==> config.mk <==
export PLATFORM = sky130hd
export DESIGN_NAME = i2c_master_arbiter
export DESIGN_NICKNAME = d
export VERILOG_FILES = /design/src/rtl/i2c_master_arbiter.sv
export SDC_FILE = /design/constraint.sdc
export NUM_CORES = 1
export LEC_CHECK = 0
export CORE_AREA = 4 4 89 91
export CTS_BUF_LIST = sky130_fd_sc_hd__clkbuf_8
export CTS_CLUSTER_SIZE = 10
export DETAILED_ROUTE_END_ITERATION = 7
export DIE_AREA = 0 0 93 95
export HOLD_SLACK_MARGIN = 0.15
export PLACE_DENSITY = 0.81
export SLEW_MARGIN = 20
export SYNTH_ARGS = -nofsm -noshare
export SYNTH_HDL_FRONTEND = slang
export SYNTH_SLANG_ARGS = --single-unit
==> constraint.sdc <==
create_clock -name i_clk -period 2.4 [get_ports i_clk]
set_input_delay 0.48 -clock i_clk [delete_from_list [all_inputs] [get_ports i_clk]]
set_output_delay 0.48 -clock i_clk [all_outputs]
set_load 0.05 [all_outputs]
==> src/rtl/i2c_master_arbiter.sv <==
// Round-robin arbiter and sequencer sharing one I2C master engine among NUM_REQ
// requesters. Launches one-byte transfers and returns read data and an error flag.
module i2c_master_arbiter #(
  parameter int unsigned NUM_REQ       = 4,
  parameter int unsigned IDX_W         = 2,
  parameter int unsigned START_TIMEOUT = 16,
  parameter int unsigned XFER_TIMEOUT  = 32'd2_000_000_000
) (
  input  logic                 i_clk,
  input  logic                 i_rst,
  input  logic [NUM_REQ-1:0]   i_req_valid,
  input  logic [NUM_REQ-1:0]   i_req_rw,
  input  logic [3*NUM_REQ-1:0] i_req_adr,
  input  logic [8*NUM_REQ-1:0] i_req_wdata,
  output logic [NUM_REQ-1:0]   o_gnt,
  output logic [NUM_REQ-1:0]   o_resp_valid,
  output logic [7:0]           o_resp_rdata,
  output logic                 o_resp_err,
  output logic                 o_timeout_flag,
  output logic                 o_m_en,
  output logic                 o_m_rw,
  output logic [2:0]           o_m_adr,
  output logic [7:0]           o_m_wdata,
  input  logic                 i_m_busy,
  input  logic                 i_m_nack,
  input  logic [7:0]           i_m_rdata
);

  typedef enum logic [2:0] {
    S_IDLE, S_LAUNCH, S_WAIT_BUSY, S_WAIT_DONE, S_COMPLETE
  } state_t;

  localparam logic [31:0]      START_LAST = 32'(START_TIMEOUT - 1);
  localparam logic [31:0]      XFER_LAST  = 32'(XFER_TIMEOUT - 1);
  localparam logic [IDX_W-1:0] LAST_IDX   = IDX_W'(NUM_REQ - 1);

  state_t             r_state, w_state_next;
  logic [IDX_W-1:0]   r_rr_ptr, r_win, w_win_idx;
  logic [NUM_REQ-1:0] w_rot, w_win_oh;
  logic               w_found, w_sel_rw;
  logic [2:0]         w_sel_adr;
  logic [7:0]         w_sel_wdata;
  logic [31:0]        r_cnt;
  logic               w_start_to, w_xfer_to, w_done;

  // Rotate requests so bit 0 is the requester at rr_ptr; lowest set bit wins.
  always_comb begin
    w_rot       = NUM_REQ'({i_req_valid, i_req_valid} >> r_rr_ptr);
    w_found     = 1'b0;
    w_win_idx   = '0;
    w_win_oh    = '0;
    w_sel_rw    = 1'b0;
    w_sel_adr   = '0;
    w_sel_wdata = '0;
    for (int k = 0; k < int'(NUM_REQ); k++) begin
      if (!w_found && w_rot[k]) begin
        w_found   = 1'b1;
        w_win_idx = (int'(r_rr_ptr) + k >= int'(NUM_REQ)) ?
                    IDX_W'(int'(r_rr_ptr) + k - int'(NUM_REQ)) :
                    IDX_W'(int'(r_rr_ptr) + k);
      end
    end
    for (int k = 0; k < int'(NUM_REQ); k++) begin
      if (w_win_idx == IDX_W'(k)) begin
        w_win_oh[k] = 1'b1;
        w_sel_rw    = i_req_rw[k];
        w_sel_adr   = i_req_adr[3*k +: 3];
        w_sel_wdata = i_req_wdata[8*k +: 8];
      end
    end
  end

  always_comb begin
    w_state_next = r_state;
    w_start_to   = 1'b0;
    w_xfer_to    = 1'b0;
    w_done       = 1'b0;
    case (r_state)
      S_IDLE:      if (w_found && !i_m_busy) w_state_next = S_LAUNCH;
      S_LAUNCH:    w_state_next = S_WAIT_BUSY;
      S_WAIT_BUSY: begin
        if (i_m_busy) begin
          w_state_next = S_WAIT_DONE;
        end else if (r_cnt == START_LAST) begin
          w_start_to   = 1'b1;
          w_state_next = S_COMPLETE;
        end
      end
      S_WAIT_DONE: begin
        if (!i_m_busy) begin
          w_done       = 1'b1;
          w_state_next = S_COMPLETE;
        end else if (r_cnt == XFER_LAST) begin
          w_xfer_to    = 1'b1;
          w_state_next = S_COMPLETE;
        end
      end
      S_COMPLETE:  w_state_next = S_IDLE;
      default:     w_state_next = S_IDLE;
    endcase
  end

  always_ff @(posedge i_clk) begin
    if (i_rst) r_state <= S_IDLE;
    else       r_state <= w_state_next;
  end

  always_ff @(posedge i_clk) begin
    if (i_rst) begin
      r_cnt <= '0;
    end else if (r_state == S_LAUNCH || (r_state == S_WAIT_BUSY && i_m_busy)) begin
      r_cnt <= '0;
    end else if ((r_state == S_WAIT_BUSY || r_state == S_WAIT_DONE) && r_cnt != '1) begin
      r_cnt <= r_cnt + 32'd1;
    end
  end

  // Response fields are loaded on entry to COMPLETE, so they are valid only with resp_valid.
  always_ff @(posedge i_clk) begin
    if (i_rst) begin
      r_rr_ptr       <= '0;
      r_win          <= '0;
      o_gnt          <= '0;
      o_resp_valid   <= '0;
      o_resp_rdata   <= '0;
      o_resp_err     <= 1'b0;
      o_timeout_flag <= 1'b0;
      o_m_en         <= 1'b0;
      o_m_rw         <= 1'b0;
      o_m_adr        <= '0;
      o_m_wdata      <= '0;
    end else begin
      o_m_en       <= 1'b0;
      o_resp_valid <= '0;
      o_resp_rdata <= '0;
      o_resp_err   <= 1'b0;
      case (r_state)
        S_IDLE: begin
          if (w_state_next == S_LAUNCH) begin
            r_win     <= w_win_idx;
            o_gnt     <= w_win_oh;
            o_m_en    <= 1'b1;
            o_m_rw    <= w_sel_rw;
            o_m_adr   <= w_sel_adr;
            o_m_wdata <= w_sel_wdata;
          end
        end
        S_WAIT_BUSY: begin
          if (w_start_to) begin
            o_resp_valid   <= o_gnt;
            o_resp_err     <= 1'b1;
            o_timeout_flag <= 1'b1;
          end
        end
        S_WAIT_DONE: begin
          if (w_done) begin
            o_resp_valid <= o_gnt;
            o_resp_err   <= i_m_nack;
            o_resp_rdata <= (o_m_rw && !i_m_nack) ? i_m_rdata : 8'h00;
          end else if (w_xfer_to) begin
            o_resp_valid   <= o_gnt;
            o_resp_err     <= 1'b1;
            o_timeout_flag <= 1'b1;
          end
        end
        S_COMPLETE: begin
          o_gnt    <= '0;
          r_rr_ptr <= (r_win == LAST_IDX) ? '0 : r_win + 1'b1;
        end
        default: ;
      endcase
    end
  end

endmodule

# [Word-level counts from Yosys, hierarchy flattened]
# Cells that the tools add are included.
[word_totals] romBits=0 ff_bits=70 wordCells=129 latch_bits=0 inputBits=64 mem_bits_rw=0 n_memories=0
[op_classes] n_reduce_logical=24 eq_ne=16 shifts=1 div_mod_pow=0 multipliers=0 add_sub_neg=9 muxes=58 bitwise=4 order_cmp=4
[op_table] op="adder 32 x 1 -> 32 bit, second input constant" n=1
[op_table] op="equality test 32 x 31 -> 1 bit, second input constant" n=1
[op_table] op="equality test 32 x 4 -> 1 bit, second input constant" n=1
[op_table] op="two-way mux 8 bit" n=4
[op_table] op="!= test 32 bit, second input constant" n=1
[op_table] op="two-way mux 1 bit" n=27
[op_table] op="two-way mux 3 bit" n=9
[op_table] op="two-way mux 2 bit" n=9
[op_table] op="two-way mux 4 bit" n=4
[op_table] op="case mux 4 bit (2 select lines)" n=2
[op_table] op="case mux 3 bit (4 select lines)" n=1
[op_table] op="greater-or-equal comparator 3 bit, second input constant" n=3
[op_table] op="!= test 2 bit, second input constant" n=4
[op_table] op=">> shifter 8 x 2 -> 4 bit" n=1
[op_table] op="subtractor 2 x 1 -> 2 bit, second input constant" n=4
[op_table] op="logical AND 1 bit" n=7
[op_table] op="adder 2 x 2 -> 3 bit, second input constant" n=2
[op_table] op="equality test 2 bit, second input constant" n=3
[op_table] op="equality test 3 x 1 -> 1 bit, second input constant" n=2
[op_table] op="equality test 3 x 2 -> 1 bit, second input constant" n=2
[op_table] op="logical NOT 1 bit" n=5
[op_table] op="inverter 1 bit" n=4
[op_table] op="case mux 1 bit (2 select lines)" n=2
[op_table] op="AND reduction 2 bit" n=2
[op_table] op="12 further kinds" n=15

# [Longest topological paths before layout]
# Gate-level depths: netlist of run 1.
[logic_depth] word_depth=17 ltp_mapped=8

# [Worst setup path after synthesis of run 1]
# OpenSTA, ideal clock, no wires.
[synth_path] kind="reg-to-reg" startpoint="register r_cnt[0]" endpoint="register r_cnt[27]" setup_time_ns=0.070 path_stages_with_launch=9 slack_ns=0.361 t_required_ns=2.330 t_arrival_ns=1.968 path_cell_list="dfxtp_1 > ha_1 > and2_1 > and3_1 > clkbuf_1 > a211o_1 > buf_2 > or4_1 > a21oi_1"
[synth_between] elab_chain_len=2 word_cells_on_any_way=3 cone_classes="add/sub: 1; eq/ne: 1; reduce/logical: 1"
[synth_lines] item="start, declared" line_no="43" text="logic [31:0] r_cnt;"
[synth_lines] item="start signal, assigned" line_no="114" text="r_cnt <= r_cnt + 32'd1;"
[synth_lines] item="branches (longest 2 deep; another with adder 32 x 1 -> 32 bit)"
# Parallel ways; which one is timed is not known.
# A chain may end at the register's enable or synchronous reset.

# [Final worst setup path of run 1]
[layout_path] startpoint="register r_cnt[0]" endpoint="register r_cnt[29]"
# The elaborated chain is that of the path after synthesis.

==> results of run 1 <==
==> final timing paths <==
path	from	endpoint	slack [ps]	cells past startpoint
hold reg to reg	o_gnt[1]	o_resp_valid[1]	500	1
setup reg to reg	r_cnt[0]	r_cnt[29]	170	6
hold / removal	o_gnt[1]	o_resp_valid[1]	500	1
setup / recovery	r_cnt[0]	r_cnt[29]	170	6
==> critical path, cell delays in order (launching register included) <==
cell     delay (ps)
dfxtp_1         330
ha_1            220
and2_1          180
and3_1          270
a211o_1         470
or4_1           530
a21oi_1         150
==> state kept, by name, summed over array words and instances (netlist names) <==
name            count
o_m_en              1
o_gnt               4
r_win               2
o_m_adr             3
r_rr_ptr            2
o_m_wdata           8
o_timeout_flag      1
o_resp_err          1
o_resp_valid        4
o_m_rw              1
r_cnt              32
r_state             3
o_resp_rdata        8
==> placed cells by master, fill, tap and decap left out, types with 13 or more instances in the layout <==
master and n:
a21oi_1 23, nand3b_1 14, nand2_1 27, mux2i_1 30
nor4_1 13, nor2_1 29, dfxtp_1 70, xnor2_1 14
and2_1 14, clkdlybuf4s50_1 94, buf_4 16, nand3_1 17
==> report_power, final <==
| part | internal [mW] | switching [mW] | total (mW) |
|---|---|---|---|
| sequential | 1.22 | 0.0444 | 1.26 |
| combinational | 0.294 | 0.376 | 0.670 |
| clock | 0.620 | 0.452 | 1.07 |
==> layout make-up <==
cell class,instances,area share
clock inverters,6,0.01946
inverters,7,0.005447
multi-input cells,289,0.4021
clock buffers,10,0.02853
repair buffers,112,0.2283
flip-flops and latches,70,0.2905
well taps,99,0.02568
==> metal layers <==
metal	track usage	vias to the layer above
li1	-	1657
met1	0.2582	1615
met2	0.3581	126
met3	0.04622	11
met4	0.06960	0
met5	0	-
==> logic make-up after synthesis <==
| logic type | after synthesis | synth area share |
|---|---|---|
| buffers and inverters | 31 | 0.04129 |
| flip-flops | 70 | 0.4022 |
| AO/OA/AOI/OAI | 70 | 0.1433 |
| adder cells (fa/ha/maj) | 2 | 0.007180 |
| XOR/XNOR | 14 | 0.03519 |
| multiplexers | 30 | 0.08618 |
| AND/OR/NAND/NOR | 173 | 0.2847 |
==> cells in the mapped netlist (all sizes together) (12+ instances only) <==
cell	number
xnor2	14
o221ai	12
dfxtp	70
nor4	14
nand3	17
a21oi	23
nand2	27
nand3b	14
clkbuf	14
mux2i	30
nor2	29
and2	14
==> stage by stage <==
step | hold slack [ps] | total power, mW | instance area (sq um) | instances
2_1_floorplan | 459.6 | 1.678 | 3485 | 390
3_3_place_gp | 477.2 | 1.940 | 4592 | 577
3_5_place_dp | 481.7 | 1.953 | 4592 | 577
4_1_cts | 501.2 | 3.020 | 4823 | 593
5_1_grt | 510.2 | 3.136 | 4823 | 593
6_report | 500.4 | 3.004 | 4823 | 593
==> results.py, run 1 <==
metrics = {
    "run_status": {
        "outcome": "finished clean",
    },
    "final_layout": {
        "layout.nets": 555,
        "fin_util": 0.6758,
        "regArea_sq_um": 1401,
        "syn2layout_area_growth_pct": 38.42,
        "drive_gt1_frac": 0.09312,
        "num-fill-cells": 594,
        "diodes": 0,
        "multi_input_area_sq_um": 1939,
    },
    "job": {
        "drv_cap": 0,
    },
    "synth": {
        "yosys_warnings": 0,
        "syn_area_sq_um": 3485,
        "async_flop_share": 0,
        "avgSynthCellArea_sq_um": 8.935,
        "syn_nets": 456,
        "yosysSeqAreaShare": 0.4022,
        "netlist_instances": 390,
        "ys_ff_latch": 70,
        "synth.distinct_cells": 50,
        "synth.area.top_cells": "dfxtp_1 (40%), mux2i_1 (8.6%), xnor2_1 (3.5%), a21oi_1 (3.3%), nor2_1 (3.1%)",
        "synth-edff-count": 0,
        "synth_top_area_cell": "dfxtp_1",
        "ys.flop_type": "dfxtp_1",
        "synth_top_area_share": 0.4022,
    },
    "clock_tree": {
        "htree_levels": 3,
        "numCtsBuffers": 9,
        "post_cts_buffers": 0,
        "ctsResizeCount": 0,
        "hold_buffers": 0,
        "ctsLongestPathBuffers": 2,
        "clock-sinks": 70,
        "insertion_delay_ps": 340,
        "clk_pin_slew_ps": 80,
        "cts_tree": "done",
        "cts-root-buf": "clkbuf_8",
    },
    "placement": {
        "io_buffers": 94,
        "dp_hpwl_um": 6868,
        "gp_congestion": 0.8354,
        "dp_slack_ps": 10.46,
    },
    "drt": {
        "wl_met3_um": 493,
        "drt_iter0_markers": 231,
        "drc": 0,
        "met1_length_um": 3913,
        "met2_length_um": 4692,
        "ant_nets": 0,
        "viasPerCell": 5.749,
        "wl_per_cell_um": 15.56,
        "drtPass1Iterations": 4,
        "vias": 3409,
        "routed.top_layer": "met4",
        "finalWirelength_um": 9230,
    },
    "sta": {
        "fin_crit_ps": 2228,
        "rsz0062_at_grt": "no",
        "slew_viol_final": 0,
        "max_slew_margin": 0.6516,
        "setup_viol": 0,
        "fin_tns_setup_ps": 0,
        "timing.fmax_mhz": 448.9,
        "finalHoldViolCount": 0,
        "period_share": 0.9283,
        "worstMarginPinSlew_ps": 509.4,
        "finalClockSkew_ps": 9.746,
        "post-route-worst-setup-slack_ps": 172.1,
    },
    "floorplanning": {
        "rows": 31,
        "die_h_um": 95,
        "die_w_um": 93,
        "io_pins": 95,
        "coreArea_sq_um": 7137,
        "start_util": 0.4883,
        "dieArea_sq_um": 8835,
    },
    "worst_setup_path": {
        "cp.required_ps": 2670,
        "cp.arrival_ps": 2500,
        "endpoint_kind": "register",
        "path_class": "reg2reg",
        "cp_max_fo": 12,
        "startpoint_type": "register",
    },
    "grt": {
        "gr-total-overflow": 0,
        "grt_start_max_net_pins": 29,
        "antenna_found_initial": 0,
        "grt_pass1_vias": 3261,
        "grt_pass1_wl_um": 14960,
        "grtUsageTotal": 0.2082,
    },
    "pwr": {
        "p_per_area_nw_per_um2": 622.9,
        "p_leak_nw": 1.679,
        "peakVddDrop_v": 0.0003694,
    },
    "min_path": {
        "hold_class": "reg2reg",
    },
}
Power figures use the tool's default switching activity.
==> run 2, diff against run 1 <==
CELL_PAD_IN_SITES_DETAIL_PLACEMENT = 1   (was unset)
CELL_PAD_IN_SITES_GLOBAL_PLACEMENT = 2   (was unset)
CORE_AREA = 4 4 115 117   (was 4 4 89 91)
DIE_AREA = 0 0 119 121   (was 0 0 93 95)
PLACE_DENSITY = unset   (was 0.81)
PLACE_DENSITY_LB_ADDON = 0.1   (was unset)
==> results.py, run 2 (synthesized netlist as in run 1, its figures left out) <==
metrics = {
    "worst_setup_path": {
        "cp.required_ps": 2710,
        "startpoint_type": "register",
        "cp.arrival_ps": 2550,
        "path_class": "reg2reg",
        "reg2regPathDepth": 5,
        "endpoint_kind": "register",
        "cp_max_fo": 6,
        "r2r_slack_ps": 160,
        "r2r_start": "r_cnt[26]",
        "r2r_end": "o_resp_valid[3]",
    },
    "grt": {
        "grt_pass1_vias": 3559,
        "grt_start_max_net_pins": 29,
        "gr-total-overflow": 0,
        "grt_pass1_wl_um": 18550,
        "antenna_found_initial": 0,
        "grtUsageTotal": 0.1656,
    },
    "pwr": {
        "internal-power_mw": 2.050,
        "combPwrFrac": 0.243,
        "peakVddDrop_v": 0.0002137,
        "p_leak_nw": 1.741,
        "switching_share": 0.3148,
        "p_seq_frac": 0.421,
        "p_per_area_nw_per_um2": 598.1,
        "p_sw_mw": 0.9419,
        "clkPwrFrac": 0.336,
    },
    "sta": {
        "max_slew_margin": 0.6230,
        "timing.fmax_mhz": 446.3,
        "setup_viol": 0,
        "worstMarginPinSlew_ps": 551.2,
        "fin_tns_setup_ps": 0,
        "finalHoldViolCount": 0,
        "finalClockSkew_ps": 9.550,
        "rsz0062_at_grt": "no",
        "period_share": 0.9336,
        "slew_viol_final": 0,
        "fin_crit_ps": 2241,
    },
    "drt": {
        "drtPass1Iterations": 4,
        "ant_nets": 0,
        "drt_iter0_markers": 132,
        "wl_per_cell_um": 17.11,
        "finalWirelength_um": 11580,
        "viasPerCell": 5.065,
        "vias": 3429,
        "drc": 0,
    },
    "final_layout": {
        "layout.nets": 566,
        "syn2layout_area_growth_pct": 43.55,
        "diodes": 0,
        "drive_gt1_frac": 0.1129,
        "layout_common_cells": "clkdlybuf4s50_1 (94), dfxtp_1 (70), mux2i_1 (30)",
        "largest_reg_flops": 32,
        "reg.largest.list": "r_cnt: 32 flops, o_m_wdata: 8 flops, o_resp_rdata: 8 flops",
        "final_common_cell": "clkdlybuf4s50_1",
        "num-fill-cells": 1475,
        "largest_register": "r_cnt",
        "final_cell_count_no_fill": 677,
    },
    "min_path": {
        "min_path_cells": 2,
        "hold_class": "reg2reg",
        "hp-start": "o_gnt[2]",
        "min_to": "o_gnt[2]",
    },
    "clock_tree": {
        "clock-sinks": 70,
        "ctsLongestPathBuffers": 2,
        "post_cts_buffers": 0,
        "hold_buffers": 0,
        "ctsResizeCount": 0,
        "htree_levels": 3,
        "insertion_delay_ps": 370,
        "clk_pin_slew_ps": 80,
        "numCtsBuffers": 9,
        "cts-root-buf": "clkbuf_8",
        "cts_tree": "done",
    },
    "floorplanning": {
        "rows": 41,
        "die_h_um": 121,
        "dieArea_sq_um": 14400,
        "start_util": 0.2819,
        "io_pins": 95,
        "coreArea_sq_um": 12360,
        "die_w_um": 119,
    },
    "run_status": {
        "outcome": "finished clean",
    },
    "placement": {
        "dp_cells": 661,
        "io_buffers": 94,
        "gp_congestion": 0.8541,
        "dp_hpwl_um": 8602,
    },
    "job": {
        "drv_cap": 0,
    },
}
-- run 2: per-stage QoR --
step / setup WS, ps / instance area [sq um] / power (mW) / utilization / hold WS (ps)
after floorplan: 361.3 / 3485 / 1.678 / - / 459.6
after global placement: 89.61 / 4803 / 2.011 / 0.3885 / 481.8
after detailed placement: 61.65 / 4803 / 2.018 / 0.3885 / 482.3
after CTS: 105.9 / 5002 / 3.037 / 0.4046 / 496.8
after global routing: 12.32 / 5002 / 3.149 / 0.4046 / 524.4
final: 159.3 / 5002 / 2.992 / 0.4046 / 491.7
-- run 2: power by group through the flow --
stage / combinational [mW] / sequential (mW) / clock (mW)
finish: 0.727 / 1.26 / 1.01
global route: 0.789 / 1.27 / 1.09
CTS: 0.738 / 1.26 / 1.04
detailed placement: 0.734 / 1.28 / 0
global placement: 0.728 / 1.28 / 0
floorplan: 0.269 / 1.41 / 0
-- run 2: layout make-up --
class | instances | area (sq um) | area share
Inverter | 7 | 26.28 | 0.005253
Sequential cell | 70 | 1401 | 0.2801
Timing Repair Buffer | 123 | 1221 | 0.2441
Clock buffer | 10 | 137.6 | 0.02751
Clock inverter | 6 | 61.31 | 0.01226
Multi-Input combinational cell | 289 | 1939 | 0.3877
Tap cell | 172 | 215.2 | 0.04302
-- run 2: critical path, cell delays in order, from the launching register on --
cell,delay (ps)
dfxtp_1,440
nand3_1,180
or3_1,390
or4_4,540
a221oi_4,440
and2_1,200
-- run 2: worst max-delay path by stage --
stage | from | to | slack (ps)
after CTS | r_cnt[10] | o_resp_valid[3] | 110
after global routing | r_cnt[10] | o_resp_valid[3] | 10
after global placement | i_m_busy | r_cnt[21] | 90
after detailed placement | i_req_valid[0] | o_m_wdata[7] | 60
final | r_cnt[26] | o_resp_valid[3] | 160
after floorplan | r_cnt[0] | r_cnt[27] | 360
-- run 2: per-layer routing --
metal / vias up / global-route usage / routed length [um]
met5: - / 0 / 0
met4: 0 / 0.06662 / 218
met3: 15 / 0.06340 / 737
met2: 70 / 0.2614 / 5453
met1: 1668 / 0.2030 / 5172
li1: 1676 / - / -
==> run 3, diff against run 2 <==
CAP_MARGIN = 20   (was unset)
==> results of run 3 <==
Same layout as run 2: the final DEF is identical, and so are final timing and power.
